`src/rtl/fetch_stage_if.sv`:
```
`default_nettype none
// +----------------------------------------------------------------------+
// | fetch_stage_if : instruction-memory bus plus IF/ID register bundle   |
// | Revision: 1.0                                                        |
// +----------------------------------------------------------------------+
interface fetch_stage_if;
  logic [31:0] imem_addr;
  logic        imem_start;
  logic [31:0] imem_instr;
  logic [31:0] if_id_pc;
  logic [31:0] if_id_pc4;
  logic [31:0] if_id_instr;
  logic        if_id_valid;

  modport master (
    output imem_addr,
    output imem_start,
    input  imem_instr,
    output if_id_pc,
    output if_id_pc4,
    output if_id_instr,
    output if_id_valid
  );

  modport slave (
    input  imem_addr,
    input  imem_start,
    output imem_instr,
    input  if_id_pc,
    input  if_id_pc4,
    input  if_id_instr,
    input  if_id_valid
  );
endinterface
`default_nettype wire

```
`src/rtl/fetch_stage.sv`:
```
`default_nettype none
// +----------------------------------------------------------------------+
// | fetch_stage : PC sequencing, redirect handling and IF/ID register    |
// | Optional FETCH_PERF_CNT_EN adds fetch_count / stall_count outputs.   |
// | Revision: 1.0                                                        |
// +----------------------------------------------------------------------+
module fetch_stage #(
  parameter logic [31:0] RESET_PC    = 32'h0000_0000,
  parameter int unsigned INIT_CYCLES = 2,
  parameter logic [31:0] HALT_WORD   = 32'hFFFF_FFFF
) (
  input  wire logic        clk,
  input  wire logic        rst,
  input  wire logic        stall,
  input  wire logic        flush,
  input  wire logic        branch_taken,
  input  wire logic [31:0] branch_target,
  input  wire logic        jump,
  input  wire logic [31:0] jump_target,
  fetch_stage_if.master    bus,
  output logic             halted,
  output logic             misalign_err
`ifdef FETCH_PERF_CNT_EN
  ,
  output logic [31:0]      fetch_count,
  output logic [31:0]      stall_count
`endif
);

  typedef enum logic [1:0] {
    ST_INIT   = 2'd0,
    ST_RUN    = 2'd1,
    ST_HALTED = 2'd2
  } state_t;

  localparam logic [3:0] c_init_last = 4'(INIT_CYCLES - 1);

  state_t      r_state;
  state_t      w_state_nxt;
  logic [3:0]  r_init_cnt;
  logic [3:0]  w_init_cnt_nxt;
  logic [31:0] r_pc;
  logic [31:0] w_pc_nxt;
  logic [31:0] w_pc_plus4;
  logic [31:0] r_ifid_pc;
  logic [31:0] r_ifid_pc4;
  logic [31:0] r_ifid_instr;
  logic        r_ifid_valid;
  logic        r_misalign;

  logic        w_redirect;
  logic [31:0] w_target;
  logic        w_load;
  logic        w_bubble;
  logic        w_misalign_set;
  logic        w_stall_cnt_inc;

  assign w_redirect = jump | branch_taken;
  assign w_target   = jump ? jump_target : branch_target;
  assign w_pc_plus4 = r_pc + 32'd4;

  // Next-state and per-cycle control decode
  always_comb begin
    w_state_nxt     = r_state;
    w_init_cnt_nxt  = r_init_cnt;
    w_pc_nxt        = r_pc;
    w_load          = 1'b0;
    w_bubble        = 1'b0;
    w_misalign_set  = 1'b0;
    w_stall_cnt_inc = 1'b0;

    case (r_state)
      ST_INIT: begin
        w_init_cnt_nxt = r_init_cnt + 4'd1;
        if (r_init_cnt == c_init_last) begin
          w_state_nxt = ST_RUN;
        end
      end

      ST_RUN: begin
        if (w_redirect) begin
          w_pc_nxt       = {w_target[31:2], 2'b00};
          w_bubble       = 1'b1;
          w_misalign_set = |w_target[1:0];
        end else begin
          w_pc_nxt        = stall ? r_pc : w_pc_plus4;
          w_stall_cnt_inc = stall;
          if (flush) begin
            w_bubble = 1'b1;
          end else if (!stall) begin
            w_load = 1'b1;
            // Only a word that is actually delivered can stop the fetch stream
            if (bus.imem_instr == HALT_WORD) begin
              w_state_nxt = ST_HALTED;
            end
          end
        end
      end

      ST_HALTED: begin
        w_bubble = 1'b1;
      end

      default: begin
        w_state_nxt = ST_INIT;
      end
    endcase
  end

  always_ff @(posedge clk) begin
    if (rst) begin
      r_state    <= ST_INIT;
      r_init_cnt <= 4'd0;
    end else begin
      r_state    <= w_state_nxt;
      r_init_cnt <= w_init_cnt_nxt;
    end
  end

  always_ff @(posedge clk) begin
    if (rst) begin
      r_pc         <= RESET_PC;
      r_ifid_pc    <= 32'h0;
      r_ifid_pc4   <= 32'h0;
      r_ifid_instr <= 32'h0;
      r_ifid_valid <= 1'b0;
      r_misalign   <= 1'b0;
    end else begin
      r_pc <= w_pc_nxt;
      if (w_load) begin
        r_ifid_pc    <= r_pc;
        r_ifid_pc4   <= w_pc_plus4;
        r_ifid_instr <= bus.imem_instr;
        r_ifid_valid <= 1'b1;
      end else if (w_bubble) begin
        r_ifid_instr <= 32'h0;
        r_ifid_valid <= 1'b0;
      end
      if (w_misalign_set) begin
        r_misalign <= 1'b1;
      end
    end
  end

  assign bus.imem_addr   = r_pc;
  assign bus.imem_start  = (r_state == ST_INIT);
  assign bus.if_id_pc    = r_ifid_pc;
  assign bus.if_id_pc4   = r_ifid_pc4;
  assign bus.if_id_instr = r_ifid_instr;
  assign bus.if_id_valid = r_ifid_valid;
  assign halted          = (r_state == ST_HALTED);
  assign misalign_err    = r_misalign;

`ifdef FETCH_PERF_CNT_EN
  logic [31:0] r_fetch_cnt;
  logic [31:0] r_stall_cnt;

  // Both counters stick at all-ones rather than wrapping
  always_ff @(posedge clk) begin
    if (rst) begin
      r_fetch_cnt <= 32'h0;
      r_stall_cnt <= 32'h0;
    end else begin
      if (w_load && (r_fetch_cnt != 32'hFFFF_FFFF)) begin
        r_fetch_cnt <= r_fetch_cnt + 32'd1;
      end
      if (w_stall_cnt_inc && (r_stall_cnt != 32'hFFFF_FFFF)) begin
        r_stall_cnt <= r_stall_cnt + 32'd1;
      end
    end
  end

  assign fetch_count = r_fetch_cnt;
  assign stall_count = r_stall_cnt;
`endif

endmodule
`default_nettype wire

```
`src/flat_wrapper.sv`:
```
// flat-port wrapper written by rule: the top's interface ports become plain ports
module fetch_stage_flat 
#(
  parameter logic [31:0] RESET_PC    = 32'h0000_0000,
  parameter int unsigned INIT_CYCLES = 2,
  parameter logic [31:0] HALT_WORD   = 32'hFFFF_FFFF
)
  (clk, rst, stall, flush, branch_taken, branch_target, jump, jump_target, halted, misalign_err, bus_imem_addr, bus_imem_start, bus_imem_instr, bus_if_id_pc, bus_if_id_pc4, bus_if_id_instr, bus_if_id_valid);
  fetch_stage_if bus_i ();
  input  wire logic clk;
  input  wire logic rst;
  input  wire logic stall;
  input  wire logic flush;
  input  wire logic branch_taken;
  input  wire logic [31:0] branch_target;
  input  wire logic jump;
  input  wire logic [31:0] jump_target;
  output logic halted;
  output logic misalign_err;
  output wire logic [$bits(bus_i.imem_addr)-1:0] bus_imem_addr;
  output wire logic [$bits(bus_i.imem_start)-1:0] bus_imem_start;
  input wire logic [$bits(bus_i.imem_instr)-1:0] bus_imem_instr;
  output wire logic [$bits(bus_i.if_id_pc)-1:0] bus_if_id_pc;
  output wire logic [$bits(bus_i.if_id_pc4)-1:0] bus_if_id_pc4;
  output wire logic [$bits(bus_i.if_id_instr)-1:0] bus_if_id_instr;
  output wire logic [$bits(bus_i.if_id_valid)-1:0] bus_if_id_valid;
  assign bus_imem_addr = bus_i.imem_addr;
  assign bus_imem_start = bus_i.imem_start;
  assign bus_i.imem_instr = bus_imem_instr;
  assign bus_if_id_pc = bus_i.if_id_pc;
  assign bus_if_id_pc4 = bus_i.if_id_pc4;
  assign bus_if_id_instr = bus_i.if_id_instr;
  assign bus_if_id_valid = bus_i.if_id_valid;
  fetch_stage #(.RESET_PC(RESET_PC), .INIT_CYCLES(INIT_CYCLES), .HALT_WORD(HALT_WORD)) u_core (.clk(clk), .rst(rst), .stall(stall), .flush(flush), .branch_taken(branch_taken), .branch_target(branch_target), .jump(jump), .jump_target(jump_target), .bus(bus_i), .halted(halted), .misalign_err(misalign_err));
endmodule
```
`config.mk`:
```
export PLATFORM = sky130hd
export DESIGN_NAME = fetch_stage_flat
export DESIGN_NICKNAME = d
export VERILOG_FILES = /design/src/rtl/fetch_stage_if.sv /design/src/rtl/fetch_stage.sv /design/src/flat_wrapper.sv
export SDC_FILE = /design/constraint.sdc
export NUM_CORES = 1
export LEC_CHECK = 0
export CAP_MARGIN = 20
export CORE_ASPECT_RATIO = 1.75
export CORE_UTILIZATION = 40
export CTS_BUF_LIST = sky130_fd_sc_hd__clkbuf_8
export CTS_CLUSTER_DIAMETER = 80
export DETAILED_ROUTE_END_ITERATION = 10
export GPL_TIMING_DRIVEN = 0
export PLACE_DENSITY = 0.87
export SLEW_MARGIN = 0
export SYNTH_ARGS = -nofsm -noshare
export SYNTH_HDL_FRONTEND = slang
export SYNTH_SLANG_ARGS = --single-unit
```
`constraint.sdc`:
```
create_clock -name clk -period 2.2 [get_ports clk]
set_clock_uncertainty 0.2 [all_clocks]
set_input_delay 0.66 -clock clk [delete_from_list [all_inputs] [get_ports clk]]
set_output_delay 0.66 -clock clk [all_outputs]
set_load 0.02 [all_outputs]
```
==> flow_metrics.env <==
export IMPL_status="complete, but fails checks"
export IMPL_violations="setup timing"
export IMPL_synth_top_family_by_area="simple AND/OR/NAND/NOR gates"
export IMPL_p_leak_nw=3.91
export IMPL_fin_nets=1138
export IMPL_antenna_found_initial=3
export IMPL_drive_gt1_share_pct=14.4
export IMPL_synth_xor_area_share_pct=3.68
export IMPL_synthArstFlopShare_pct=0
export IMPL_post_synth_top_area_cell="dfxtp_1"
export IMPL_hold_buffers=0
export IMPL_grt_pass1_wl_um=37100
export IMPL_crit_fanout=10
export IMPL_min_period_over_period_pct=101
export IMPL_synth_area_um2=6190
export IMPL_ir_drop_v=0.000425
export IMPL_num_rows=59
export IMPL_cp_end_kind="register"
export IMPL_crit_type="in2reg"
export IMPL_grt_max_degree=17
export IMPL_grt_pass1_vias=6931
export IMPL_fin_cells=1229
export IMPL_whs_path_depth=2
export IMPL_hold_class="reg2reg"
export IMPL_ios=234
export IMPL_setup_ws_ps=-11.8
export IMPL_syn_inst=767
export IMPL_root_buffer="clkbuf_8"
export IMPL_yosys_area_share_simple_pct=23.8
export IMPL_max_slew_worst_pin_slew_ps=766
export IMPL_drt_pass1_iterations=8
export IMPL_wl_um=24500
export IMPL_r2r_cells=6
export IMPL_fp_coreArea_um2=15000
export IMPL_synth_warning_count=0
export IMPL_pwr_density_cell_nw_per_um2=736
export IMPL_track_usage_pct=30.9
export IMPL_setup_tns_ps=-11.8
export IMPL_ys_flop_type="dfxtp_1"
export IMPL_rsz0062_at_grt="true"
export IMPL_yosysTopAreaCellShare_pct=42.0
export IMPL_cts_tree="built"
export IMPL_vias_per_cell=5.82
export IMPL_area_growth_pct=51.1
export IMPL_wl_per_cell_um=19.9
export IMPL_ys_ff_latch=130
export IMPL_grt_overflow=0
export IMPL_syn_area_per_cell_um2=8.07
export IMPL_path_clk_slew_ps=80
export IMPL_routabilityCongestion=0.936
export IMPL_numCtsBuffers=17
export IMPL_slowest_delay_ps=450
export IMPL_place_inst=1180
export IMPL_start_util_pct=41.3
export IMPL_antenna_left=0
export IMPL_worstPathCellList="clkdlybuf4s15_1 -> or3b_4 -> nand2_2 -> buf_6 -> buf_6 -> a21oi_1 -> o32ai_1"
export IMPL_hpwlAfterDp_um=18100
export IMPL_crit_arrival_ps=2340
export IMPL_finalSetupViolCount=1
export IMPL_worst_path_max_delay_cell="or3b_4"
export IMPL_clock_sinks=130
export IMPL_dieWidth_um=96.0
export IMPL_required_ps=2330
export IMPL_drt_iter0_drc=575
export IMPL_yosys_top_cells_area="dfxtp_1, nand2_1, a21oi_1, nor2_1, nand3_1"
export IMPL_critPathLaunch="stall"
export IMPL_synth_edf_count=0
export IMPL_slew_headroom_pct=48.9
export IMPL_die_area_um2=16000
export IMPL_min_from="u_core.bus.if_id_pc[23]$_SDFFE_PP0P_"
export IMPL_vias=7158
export IMPL_drv_slew=0
export IMPL_synth_fa_ha_area_share_pct=1.21
export IMPL_post_route_drc_count=0
export IMPL_worst_hold_slack_ps=252
export IMPL_worstSkewPairLatency_ps=450
export IMPL_muxShareOfSynthArea_pct=0.970
export IMPL_reg2reg_to="u_core.bus.imem_addr[31]$_SDFFE_PP0P_"
export IMPL_portBuffers=225
export IMPL_cts_htree_levels=4
export IMPL_startpoint_type="input port"
export IMPL_synth_cell_type_count=65
export IMPL_cp_top_family="buffers and inverters"
export IMPL_fmax_ghz=0.452
export IMPL_rr_startpoint="u_core.bus.imem_addr[10]$_SDFFE_PP0P_"
export IMPL_power_mw=6.89
export IMPL_r2r_slack_ps=60
export IMPL_maxCapViolCount=0
export IMPL_worst_path_most_repeated_cell="buf_6"
export IMPL_hold_viol=0
export IMPL_hold_path_end="u_core.bus.if_id_pc[23]$_SDFFE_PP0P_"
export IMPL_ys_seq_area_share_pct=42.0
export IMPL_synth_compound_area_share_pct=22.0
export IMPL_die_y_um=167
export IMPL_clock_path_buffers=2
export IMPL_finalCriticalPeriod_ps=2210
export IMPL_path_buf_inv=3
-- repair_timing --
item,CTS,global route
buffers inserted,9,3
pin swaps,5,4
endpoints found under the setup margin,250,76
gates cloned,2,0
gates resized for setup,183,50
endpoints found under the hold margin,0,0
-- per-layer routing --
| metal | up-vias | GRT usage, % | wire (um) |
|---|---|---|---|
| li1 | 3263 | - | - |
| met2 | 445 | 53.1 | 12400 |
| met5 | - | 0 | 0 |
| met1 | 3322 | 31.3 | 8060 |
| met4 | 0 | 20.5 | 1590 |
| met3 | 128 | 9.09 | 2400 |
-- cell type report --
cell class / instances / area [um^2]
Buffer: 73 / 462
Tap cell: 183 / 229
Clock buffer: 20 / 275
Fill cell: 1323 / 5630
Multi-Input combinational cell: 556 / 3360
Inverter: 13 / 48.8
Timing Repair Buffer: 239 / 2230
Antenna cell: 3 / 7.51
Sequential cell: 130 / 2620
Clock inverter: 12 / 116
-- Yosys cell counts, types with 6 or more instances --
| cell type | number |
|---|---|
| o31a_1 | 6 |
| a221oi_1 | 6 |
| nor2_1 | 64 |
| a211oi_1 | 21 |
| ha_1 | 6 |
| o32ai_1 | 7 |
| nand4_1 | 17 |
| and3_1 | 8 |
| inv_1 | 12 |
| xnor2_1 | 17 |
| nand2_1 | 115 |
| o21ai_0 | 24 |
| a22oi_1 | 13 |
| nor3_1 | 23 |
| xor2_1 | 9 |
| buf_2 | 20 |
| dfxtp_1 | 130 |
| mux2i_1 | 6 |
| nand3_1 | 41 |
| clkbuf_1 | 39 |
| a21oi_1 | 84 |
| buf_4 | 10 |
-- worst max-delay path by stage --
stage	slack (ps)	end	cells after the start
global route	-60	bus_imem_start	3
floorplan	-0.02	u_core.bus.imem_addr[27]$_SDFFE_PP0P_	7
CTS	-7	u_core.bus.imem_addr[24]$_SDFFE_PP0P_	6
finish	-10	u_core.bus.imem_addr[6]$_SDFFE_PP0P_	7
detailed placement	-1230	u_core.bus.imem_addr[10]$_SDFFE_PP0P_	9
global placement	-1180	u_core.bus.imem_addr[10]$_SDFFE_PP0P_	9
-- kinds of logic after synthesis --
group | count (synthesis)
simple gates | 305
compound gates | 207
flops | 130
buf+inv | 86
xor+xnor | 26
fa+ha+maj | 6
mux | 6
other cells | 1
-- report_power, final --
| group | switching [mW] | internal, mW | leakage [nW] |
|---|---|---|---|
| clock | 0.973 | 1.08 | 0.200 |
| sequential | 0.249 | 2.54 | 1.06 |
| combinational | 1.19 | 0.855 | 2.65 |
| total | 2.41 | 4.48 | 3.91 |
-- state kept, by name, indices dropped and copies added (netlist names) --
signal / flops
u_core.bus.if_id_instr: 32
u_core.bus.if_id_pc: 30
u_core.bus.imem_addr: 30
u_core.r_init_cnt: 4
u_core.misalign_err: 1
u_core.bus.if_id_pc4: 30
u_core.bus.if_id_valid: 1
u_core.r_state: 2
-- cells in the final DEF (no fill, tap or decap), drive strengths merged, types with 13 or more instances in the layout --
| cell | Yosys | layout |
|---|---|---|
| dfxtp | 130 | 130 |
| dlygate4sd2 | 0 | 124 |
| nand2 | 116 | 116 |
| clkdlybuf4s50 | 0 | 97 |
| a21oi | 84 | 84 |
| nor2 | 64 | 64 |
| clkbuf | 40 | 64 |
| buf | 33 | 44 |
| nand3 | 42 | 42 |
| o21ai | 25 | 25 |
| a211oi | 24 | 24 |
| nor3 | 23 | 23 |
| nand4 | 18 | 18 |
| xnor2 | 17 | 17 |
| inv | 13 | 16 |
| a22oi | 13 | 13 |
-- worst register-to-register path, cell delays in order (launching register included) --
cell and delay (ps):
dfxtp_1 350, clkbuf_4 210, nand4_4 150, nor4_4 290, buf_4 210, nand4_1 220, a311o_1 400
-- per-stage QoR --
stage | utilization, % | worst slack, ps | instance area (um^2)
after floorplan | - | -0.0249 | 6240
after detailed placement | 58.2 | -1230 | 8720
after CTS | 61.4 | -7.44 | 9200
final | 62.4 | -11.8 | 9350
after global placement | 58.2 | -1180 | 8720
after global routing | 62.4 | -60.0 | 9350
No activity file was read; power rests on OpenSTA's default activity.
